## src/rtl/grf_wport_sched.sv

```systemverilog
// rtl/grf_wport_sched.sv - GRF write-port scheduler sharing one write port between WB and MDU results.
// Optional GRF_WPORT_TRACE_EN prints a GRF trace line per write; logic is unchanged.
module grf_wport_sched #(
  parameter int FIFO_DEPTH   = 4,
  parameter int STARVE_LIMIT = 8
) (
  input  logic        clk,
  input  logic        reset,
  input  logic        wb_we,
  input  logic [4:0]  wb_addr,
  input  logic [31:0] wb_data,
  input  logic [31:0] wb_pc,
  input  logic        mdu_valid,
  output logic        mdu_ready,
  input  logic [4:0]  mdu_addr,
  input  logic [31:0] mdu_data,
  input  logic [31:0] mdu_pc,
  output logic        pipe_stall,
  output logic        grf_we,
  output logic [4:0]  grf_a3,
  output logic [31:0] grf_wd,
  output logic [31:0] grf_pc,
  output logic [31:0] busy_mask
);

  localparam int AW = $clog2(FIFO_DEPTH);
  localparam int CW = AW + 1;
  localparam int SW = $clog2(STARVE_LIMIT + 1);

  typedef enum logic [1:0] {S_IDLE, S_PEND, S_DRAIN} state_t;

  state_t         state, state_nxt;
  logic [4:0]     q_addr [FIFO_DEPTH];
  logic [31:0]    q_data [FIFO_DEPTH];
  logic [31:0]    q_pc   [FIFO_DEPTH];
  logic [AW-1:0]  head, tail;
  logic [CW-1:0]  count, count_nxt;
  logic [SW-1:0]  starve, starve_nxt;

  logic        full, empty, wb_req, mdu_fire, mdu_live;
  logic        pop, push, bypass;
  logic        sel_we;
  logic [4:0]  sel_a3;
  logic [31:0] sel_wd, sel_pc;

  assign full      = (count == CW'(FIFO_DEPTH));
  assign empty     = (count == '0);
  assign mdu_ready = !full;
  assign wb_req    = wb_we && (wb_addr != 5'd0);
  assign mdu_fire  = mdu_valid && mdu_ready;
  assign mdu_live  = mdu_fire && (mdu_addr != 5'd0);
  assign pipe_stall = (state == S_DRAIN);

  // Write-port arbitration: forced drain, then WB, then buffered head, then MDU bypass.
  always_comb begin
    pop    = 1'b0;
    bypass = 1'b0;
    sel_we = 1'b0;
    sel_a3 = '0;
    sel_wd = '0;
    sel_pc = '0;
    if (state == S_DRAIN) begin
      pop = !empty;
    end else if (wb_req) begin
      sel_we = 1'b1;
      sel_a3 = wb_addr;
      sel_wd = wb_data;
      sel_pc = wb_pc;
    end else if (!empty) begin
      pop = 1'b1;
    end else if (mdu_live) begin
      bypass = 1'b1;
      sel_we = 1'b1;
      sel_a3 = mdu_addr;
      sel_wd = mdu_data;
      sel_pc = mdu_pc;
    end
    if (pop) begin
      sel_we = 1'b1;
      sel_a3 = q_addr[head];
      sel_wd = q_data[head];
      sel_pc = q_pc[head];
    end
  end

  assign push = mdu_live && !bypass;

  assign grf_we = sel_we && !reset;
  assign grf_a3 = grf_we ? sel_a3 : 5'd0;
  assign grf_wd = grf_we ? sel_wd : 32'd0;
  assign grf_pc = grf_we ? sel_pc : 32'd0;

  assign count_nxt = count + CW'(push) - CW'(pop);

  always_comb begin
    starve_nxt = starve;
    if (empty || pop)
      starve_nxt = '0;
    else if (starve != SW'(STARVE_LIMIT))
      starve_nxt = starve + SW'(1);
  end

  always_comb begin
    state_nxt = state;
    case (state)
      S_IDLE:  if (count_nxt != '0) state_nxt = S_PEND;
      S_PEND: begin
        if (count_nxt == '0)
          state_nxt = S_IDLE;
        else if (starve_nxt == SW'(STARVE_LIMIT))
          state_nxt = S_DRAIN;
      end
      S_DRAIN: if (count_nxt == '0) state_nxt = S_IDLE;
      default: state_nxt = S_IDLE;
    endcase
  end

  // An entry is live when its distance from head is below the occupancy.
  always_comb begin
    busy_mask = '0;
    for (int i = 0; i < FIFO_DEPTH; i++) begin
      if ({1'b0, AW'(AW'(i) - head)} < count)
        busy_mask = busy_mask | (32'd1 << q_addr[i]);
    end
  end

  always_ff @(posedge clk) begin
    if (reset) begin
      state  <= S_IDLE;
      head   <= '0;
      tail   <= '0;
      count  <= '0;
      starve <= '0;
    end else begin
      state  <= state_nxt;
      count  <= count_nxt;
      starve <= starve_nxt;
      if (push) tail <= tail + AW'(1);
      if (pop)  head <= head + AW'(1);
    end
  end

  always_ff @(posedge clk) begin
    if (!reset && push) begin
      q_addr[tail] <= mdu_addr;
      q_data[tail] <= mdu_data;
      q_pc[tail]   <= mdu_pc;
    end
  end

`ifdef GRF_WPORT_TRACE_EN
  always_ff @(posedge clk) begin
    if (grf_we)
      $display("%0d@%h: $%0d <= %h", $time, grf_pc, grf_a3, grf_wd);
  end
`endif

endmodule

```

## config.mk

```make
export PLATFORM = sky130hd
export DESIGN_NAME = grf_wport_sched
export DESIGN_NICKNAME = d
export VERILOG_FILES = /design/src/rtl/grf_wport_sched.sv
export SDC_FILE = /design/constraint.sdc
export NUM_CORES = 1
export LEC_CHECK = 0
export ABC_AREA = 1
export BUFFER_PORTS_ARGS = -buffer_cell sky130_fd_sc_hd__buf_2
export CAP_MARGIN = 20
export CORE_MARGIN = 4
export CORE_UTILIZATION = 30
export CTS_BUF_LIST = sky130_fd_sc_hd__clkbuf_2 sky130_fd_sc_hd__clkbuf_4 sky130_fd_sc_hd__clkbuf_8
export DETAILED_ROUTE_END_ITERATION = 8
export GPL_TIMING_DRIVEN = 1
export PLACE_DENSITY = 0.58
export RECOVER_POWER = 25
export SLEW_MARGIN = 10
export SYNTH_ARGS = -nofsm -noshare
export SYNTH_HDL_FRONTEND = slang
export SYNTH_SLANG_ARGS = --single-unit
```

## constraint.sdc

```tcl
create_clock -name clk -period 6.64 [get_ports clk]
set_input_delay 0.664 -clock clk [delete_from_list [all_inputs] [get_ports clk]]
set_output_delay 0.664 -clock clk [all_outputs]
set_load 0.01 [all_outputs]
```

==> impl_metrics.ini, run 1 <==
[sta]
slew_viol_final = 0
fmax_ghz = 0.244
finalSetupViolCount = 0
period_needed_ns = 4.09
min_period_over_period_pct = 61.6
tightest_slew_ns = 1.02
rsz0062_at_grt = no
slew_headroom_pct = 31.7
fin_skew_ns = 0.0309
setup_tns_ns = 0
hold_viol_final = 0

[die]
initial_core_util_pct = 30.4
design.portCount = 246
rows = 81
dieArea_sq_um = 53300
core_area_sq_um = 49100
die_w_um = 231
die_h_um = 231

[logic_synthesis]
synthCells = 1746
ys_seq_area_share_pct = 57.7
syn_avg_cell_area_sq_um = 8.53
synth_top_cells_by_area = edfxtp_1 (56%), nand2_1 (16%), nand3_1 (7.6%), nor2_1 (3.8%), a21oi_1 (3.5%)
syn_nets = 1901
synth_top_area_cell = edfxtp_1
synth_cell_type_count = 32
synthesis.area_sq_um = 14900
yosysTopAreaCellShare_pct = 55.6
ys_seq_elements = 291
synth_warnings = 0

[clocking]
cts_max_level = 2
cts_made_buffers = 46
cts.root.buffer_cell = clkbuf_8
clockBufferDepth = 3
post_cts_resized = 0
cts_tree = done
clk_latency_ns = 0.57
hold_buffers = 0
cts_setup_buffers = 0
clock_sinks = 291
clk_pin_slew_ns = 0.06

[cells_and_area]
final_cells = 2655
nets = 2111
drive_above_1_share_pct = 15.8
final_util_pct = 35.8
syn2layout_area_growth_pct = 17.9
fin_area_sq_um = 17600

[route]
drtPass1Iterations = 5
avgRoutedWirePerCell_um = 17.1
routed_via_density = 4.76
wl_mm = 45.3
dr_total_vias = 12600
drt-initial-drc-count = 849
drc = 0
ant_nets = 0

[place]
port_buffers = 245
dpl.hpwl_mm = 29.0
dp_cells = 2571
gp_congestion = 0.954
dpl-instance-area_sq_um = 16700

[critical_path]
start_kind = register
reg2regPathDepth = 14
r2r-start = count[0]$_SDFF_PP0_
cp_max_fo = 47
cp.required_ns = 5.98
r2r-end = state[1]$_SDFFE_PP0P_
endpoint_kind = output pin
rrSetupSlack_ns = 3.02
crit_type = register to output pin
cp.arrival_ns = 3.43

[power_and_ir_drop]
p_total_mw = 5.73
p_per_area_nw_per_um2 = 326
ir_drop_mv = 0.129
p_leak_nw = 7.40

[status]
status = finished clean

[worst_hold_path]
hold_start = mdu_data[5]
min_to = q_data[2][5]$_DFFE_PP_
min_path_type = input port to register
whs_path_depth = 1

[grt]
grt_pass1_vias = 12200
grt.total_usage_pct = 16.4
grt_max_degree = 89
grt_pass1_wl_mm = 69.5
antenna_found_initial = 2
overflow = 0

[job]
maxCapViolCount = 0
## logic make-up after synthesis
kind of cell | synth area share [%]
and+or+nand+nor | 29.2
DFF | 57.7
buffers and inverters | 6.32
AOI/OAI and AO/OA | 5.59
adders and majority gates | 1.14
xor gates and xnor gates | 0.0588
## state kept, by name, summed over array words and instances, names as in the netlist, named ones only
name,count
q_data,128
q_pc,128
q_addr,20
starve,4
count,3
head,2
state,2
tail,2
## worst max path at each step
stage | slack [ns] | depth (start not counted) | to | startpoint
floorplan | 1.87 | 7 | q_addr[0][0]$_DFFE_PP_ | mdu_addr[1]
global placement | 2.76 | 12 | grf_wd[1] | wb_addr[4]
detailed placement | 2.71 | 16 | state[1]$_SDFFE_PP0P_ | wb_addr[3]
CTS | 2.46 | 10 | grf_wd[3] | count[0]$_SDFF_PP0_
global route | 2.15 | 10 | grf_wd[3] | count[0]$_SDFF_PP0_
finish | 2.55 | 9 | grf_pc[30] | count[0]$_SDFF_PP0_
## synth_stat cells (all sizes together)
cell	instances
o21ai	17
nor3	4
o211ai	11
clkbuf	74
nor2	155
or2	1
clkinv	3
nor4	8
nand2	641
fa	1
ha	12
nand3b	2
o22ai	1
buf	29
o2111ai	11
inv	129
nand4	19
dfxtp	15
a22oi	4
a21oi	105
nand3	227
xor2	1
edfxtp	276
## per-stage QoR
step	worst slack, ns	hold slack [ns]
after floorplan	1.87	0.488
after global placement	2.76	0.509
after detailed placement	2.71	0.512
after CTS	2.46	0.270
after global routing	2.15	0.324
final	2.55	0.350
## layout make-up
cell class	count	area, sq um
antenna	1	2.50
clock buffer	61	746
clock inverter	21	125
fill	5128	31500
inverter	132	498
multi-input combinational	1220	5420
sequential	291	8600
tap	664	831
timing repair buffer	265	1340
## layout by cell type (no fill, tap or decap), types with 2 or more instances in the layout
master and n:
nor4_1 8, buf_12 2, buf_2 198, clkinv_2 6, inv_1 119, inv_2 9
o21ai_0 13, clkinvlp_4 2, edfxtp_1 276, o21ai_1 4, ha_1 12, a21oi_4 2
nand3b_1 2, clkbuf_1 47, o211ai_1 11, clkbuf_4 15, nor2_4 6, nand4_1 19
nor3_1 4, nor2_1 146, nand2_1 640, clkinv_1 14, buf_4 18, nand3_1 227
dfxtp_1 13, a21oi_1 103, nor2_2 3, clkbuf_8 46, dfxtp_4 2, a22oi_1 4
o2111ai_1 11
## critical path, stage by stage, from the launching register on
cell and delay [ns]:
dfxtp_1 0.35, nor2_1 0.13, nand2_1 0.28, a21oi_4 0.72, buf_4 0.63, nand3_1 0.15
nand2_1 0.09, nand2_1 0.05, nor2_1 0.25, buf_2 0.19
## where the power goes
group | switching, mW | internal, mW | total, mW
Sequential | 0.149 | 2.15 | 2.30
Clock | 0.678 | 0.771 | 1.45
Combinational | 1.40 | 0.586 | 1.98
Total | 2.22 | 3.51 | 5.73
## layer usage
| layer | vias up | global-route usage, % | wire (um) |
|---|---|---|---|
| li1 | 6230 | - | - |
| met1 | 5905 | 21.7 | 20000 |
| met2 | 429 | 27.6 | 21400 |
| met3 | 72 | 3.46 | 3040 |
| met4 | 2 | 4.13 | 836 |
| met5 | - | 0 | 13 |
(Power assumes the default switching activity.)
==> run 2: changes to the inputs <==
Settings changed: ABC_AREA 1 to 0.
Clock period 6.64 ns to 3.9 ns, I/O delays scaled along.
==> impl_metrics.ini, run 2 <==
[status]
status = finished clean

[die]
die_w_um = 221
design.portCount = 246
initial_core_util_pct = 30.5
dieArea_sq_um = 48700
core_area_sq_um = 44500
rows = 77
die_h_um = 221

[sta]
rsz0062_at_grt = no
period_needed_ns = 3.58
fin_skew_ns = 0.0295
setup_tns_ns = 0
finalSetupViolCount = 0
min_period_over_period_pct = 91.7
slew_viol_final = 0
tightest_slew_ns = 1.01
hold_viol_final = 0
slew_headroom_pct = 32.6
fmax_ghz = 0.280

[route]
routed_via_density = 5.16
drt-initial-drc-count = 724
avgRoutedWirePerCell_um = 21.6
drtPass1Iterations = 5
ant_nets = 0
drc = 0
wl_mm = 40.0
dr_total_vias = 9589

[grt]
overflow = 0
grt.total_usage_pct = 15.9
antenna_found_initial = 2
grt_pass1_vias = 9708
grt_pass1_wl_mm = 59.2
grt_max_degree = 72

[cells_and_area]
fin_area_sq_um = 16600
drive_above_1_share_pct = 30.9
syn2layout_area_growth_pct = 22.1
mostFrequentLayoutCells = edfxtp_1 (276), buf_2 (200), nor2_1 (116), nand2_1 (99), mux4_2 (69)
n_antenna_cell = 0
nFillCells = 4331
top_regs = q_data: 128 flops, q_pc: 128 flops, q_addr: 20 flops
layout.cells.most_common = edfxtp_1
nets = 1387

[critical_path]
start_kind = register
endpoint_kind = output pin
cp.arrival_ns = 3.19
cp.required_ns = 3.51
cp_max_fo = 71
rrSetupSlack_ns = 0.88
crit_type = register to output pin

[logic_synthesis]
synth.area.mux_share_pct = 11.6
synthFlopType = edfxtp_1
syn_avg_cell_area_sq_um = 14.0
async_flop_share_pct = 0
syn_nets = 1128
synth-adder-area-share_pct = 1.25
synth-edff-count = 276
synthesis.area_sq_um = 13600
ys_seq_elements = 291
synth_common_cells = edfxtp_1 (276), nor2_1 (116), nand2_1 (101)
synth_top_family_by_area = multiplexers
yosysMostFrequentCell = edfxtp_1
synth_top_cells_by_area = edfxtp_1 (61%), mux4_2 (11%), nor2_1 (3.2%), a211oi_1 (3.2%), nand2_1 (2.8%)
synth_warnings = 0
yosysTopAreaCellShare_pct = 61.0
synth_compound_area_share_pct = 11.2
synth_cell_type_count = 49
yosys.area_share.simple_pct = 9.81
synthCells = 973
synth_top_area_cell = edfxtp_1
synth_xor_area_share_pct = 0.452
ys_seq_area_share_pct = 63.3

[clocking]
cts_max_level = 2
cts.root.buffer_cell = clkbuf_8
clockBufferDepth = 3
clock_sinks = 291
clk_pin_slew_ns = 0.06
clk_latency_ns = 0.57
cts_tree = done
cts_made_buffers = 48
post_cts_resized = 0

[power_and_ir_drop]
p_leak_nw = 5.65
ir_drop_mv = 0.290
p_per_area_nw_per_um2 = 578

[worst_hold_path]
min_path_type = input port to register

[place]
port_buffers = 245
dpl.hpwl_mm = 26.5
gp_congestion = 0.872
dpl-instance-area_sq_um = 15600

[job]
maxCapViolCount = 0
==> run 2: what timing repair did <==
action,CTS,global route
hold buffers,3,0
hold endpoints to repair,7,0
setup buffers,0,0
==> run 2: critical path, stage by stage, from the launching register on <==
cell and delay (ns):
dfxtp_1 0.33, nand2b_1 0.41, o211ai_4 0.22, nand2_2 0.12, buf_4 0.79, nor2_1 0.11
a211oi_1 0.41, buf_2 0.21
==> run 2: area by class of cell <==
| class | count | area (sq um) | area share [%] |
|---|---|---|---|
| clock buffer | 65 | 795 | 4.79 |
| clock inverter | 18 | 189 | 1.14 |
| inverter | 14 | 52.6 | 0.317 |
| multi-input combinational | 604 | 4710 | 28.4 |
| sequential | 291 | 8600 | 51.8 |
| tap | 592 | 741 | 4.47 |
| timing repair buffer | 273 | 1500 | 9.05 |
==> run 2: kinds of logic (layout without fill, tap and decap cells) <==
| family | after synthesis | count (layout) |
|---|---|---|
| flip-flops | 291 | 291 |
| buffers and inverters | 78 | 370 |
| AND/OR/NAND/NOR | 298 | 298 |
| XOR/XNOR | 7 | 7 |
| multiplexers | 71 | 71 |
| AO/OA/AOI/OAI | 215 | 215 |
| adder cells (fa/ha/maj) | 13 | 13 |
==> run 2: worst paths after layout <==
check / startpoint / end / depth (start not counted)
worst min-delay path: mdu_pc[29] / q_pc[2][29]$_DFFE_PP_ / 1
worst max-delay path: state[0]$_SDFFE_PP0P_ / grf_wd[30] / 7
worst min register to register: starve[2]$_SDFF_PP0_ / starve[2]$_SDFF_PP0_ / 2
worst max register to register: count[2]$_SDFF_PP0_ / state[1]$_SDFFE_PP0P_ / 11
==> run 2: metal layers <==
| metal | track usage (%) | vias to the layer above | routed length [um] |
|---|---|---|---|
| li1 | - | 4337 | - |
| met1 | 21.4 | 4835 | 17100 |
| met2 | 26.1 | 328 | 19200 |
| met3 | 3.21 | 85 | 2550 |
| met4 | 5.16 | 4 | 1100 |
| met5 | 0 | - | 33 |
==> run 2: where the power goes <==
group / leakage [nW] / internal [mW] / switching, mW / total [mW]
combinational: 2.52 / 1.28 / 1.73 / 3.01
sequential: 2.62 / 3.65 / 0.167 / 3.81
clock: 0.511 / 1.58 / 1.17 / 2.75
==> run 2: through the flow <==
step           setup WS [ns]  util [%]  cells  total power, mW  hold WS [ns]
2_1_floorplan          0.814         -    973             5.79         0.489
3_3_place_gp           0.523      35.1   1771             6.93         0.527
3_5_place_dp           0.503      35.1   1771             6.94         0.526
4_1_cts                0.220      37.4   1857             9.75       0.00222
5_1_grt               0.0734      37.3   1857             10.1        0.0394
6_report               0.323      37.3   1857             9.58        0.0768
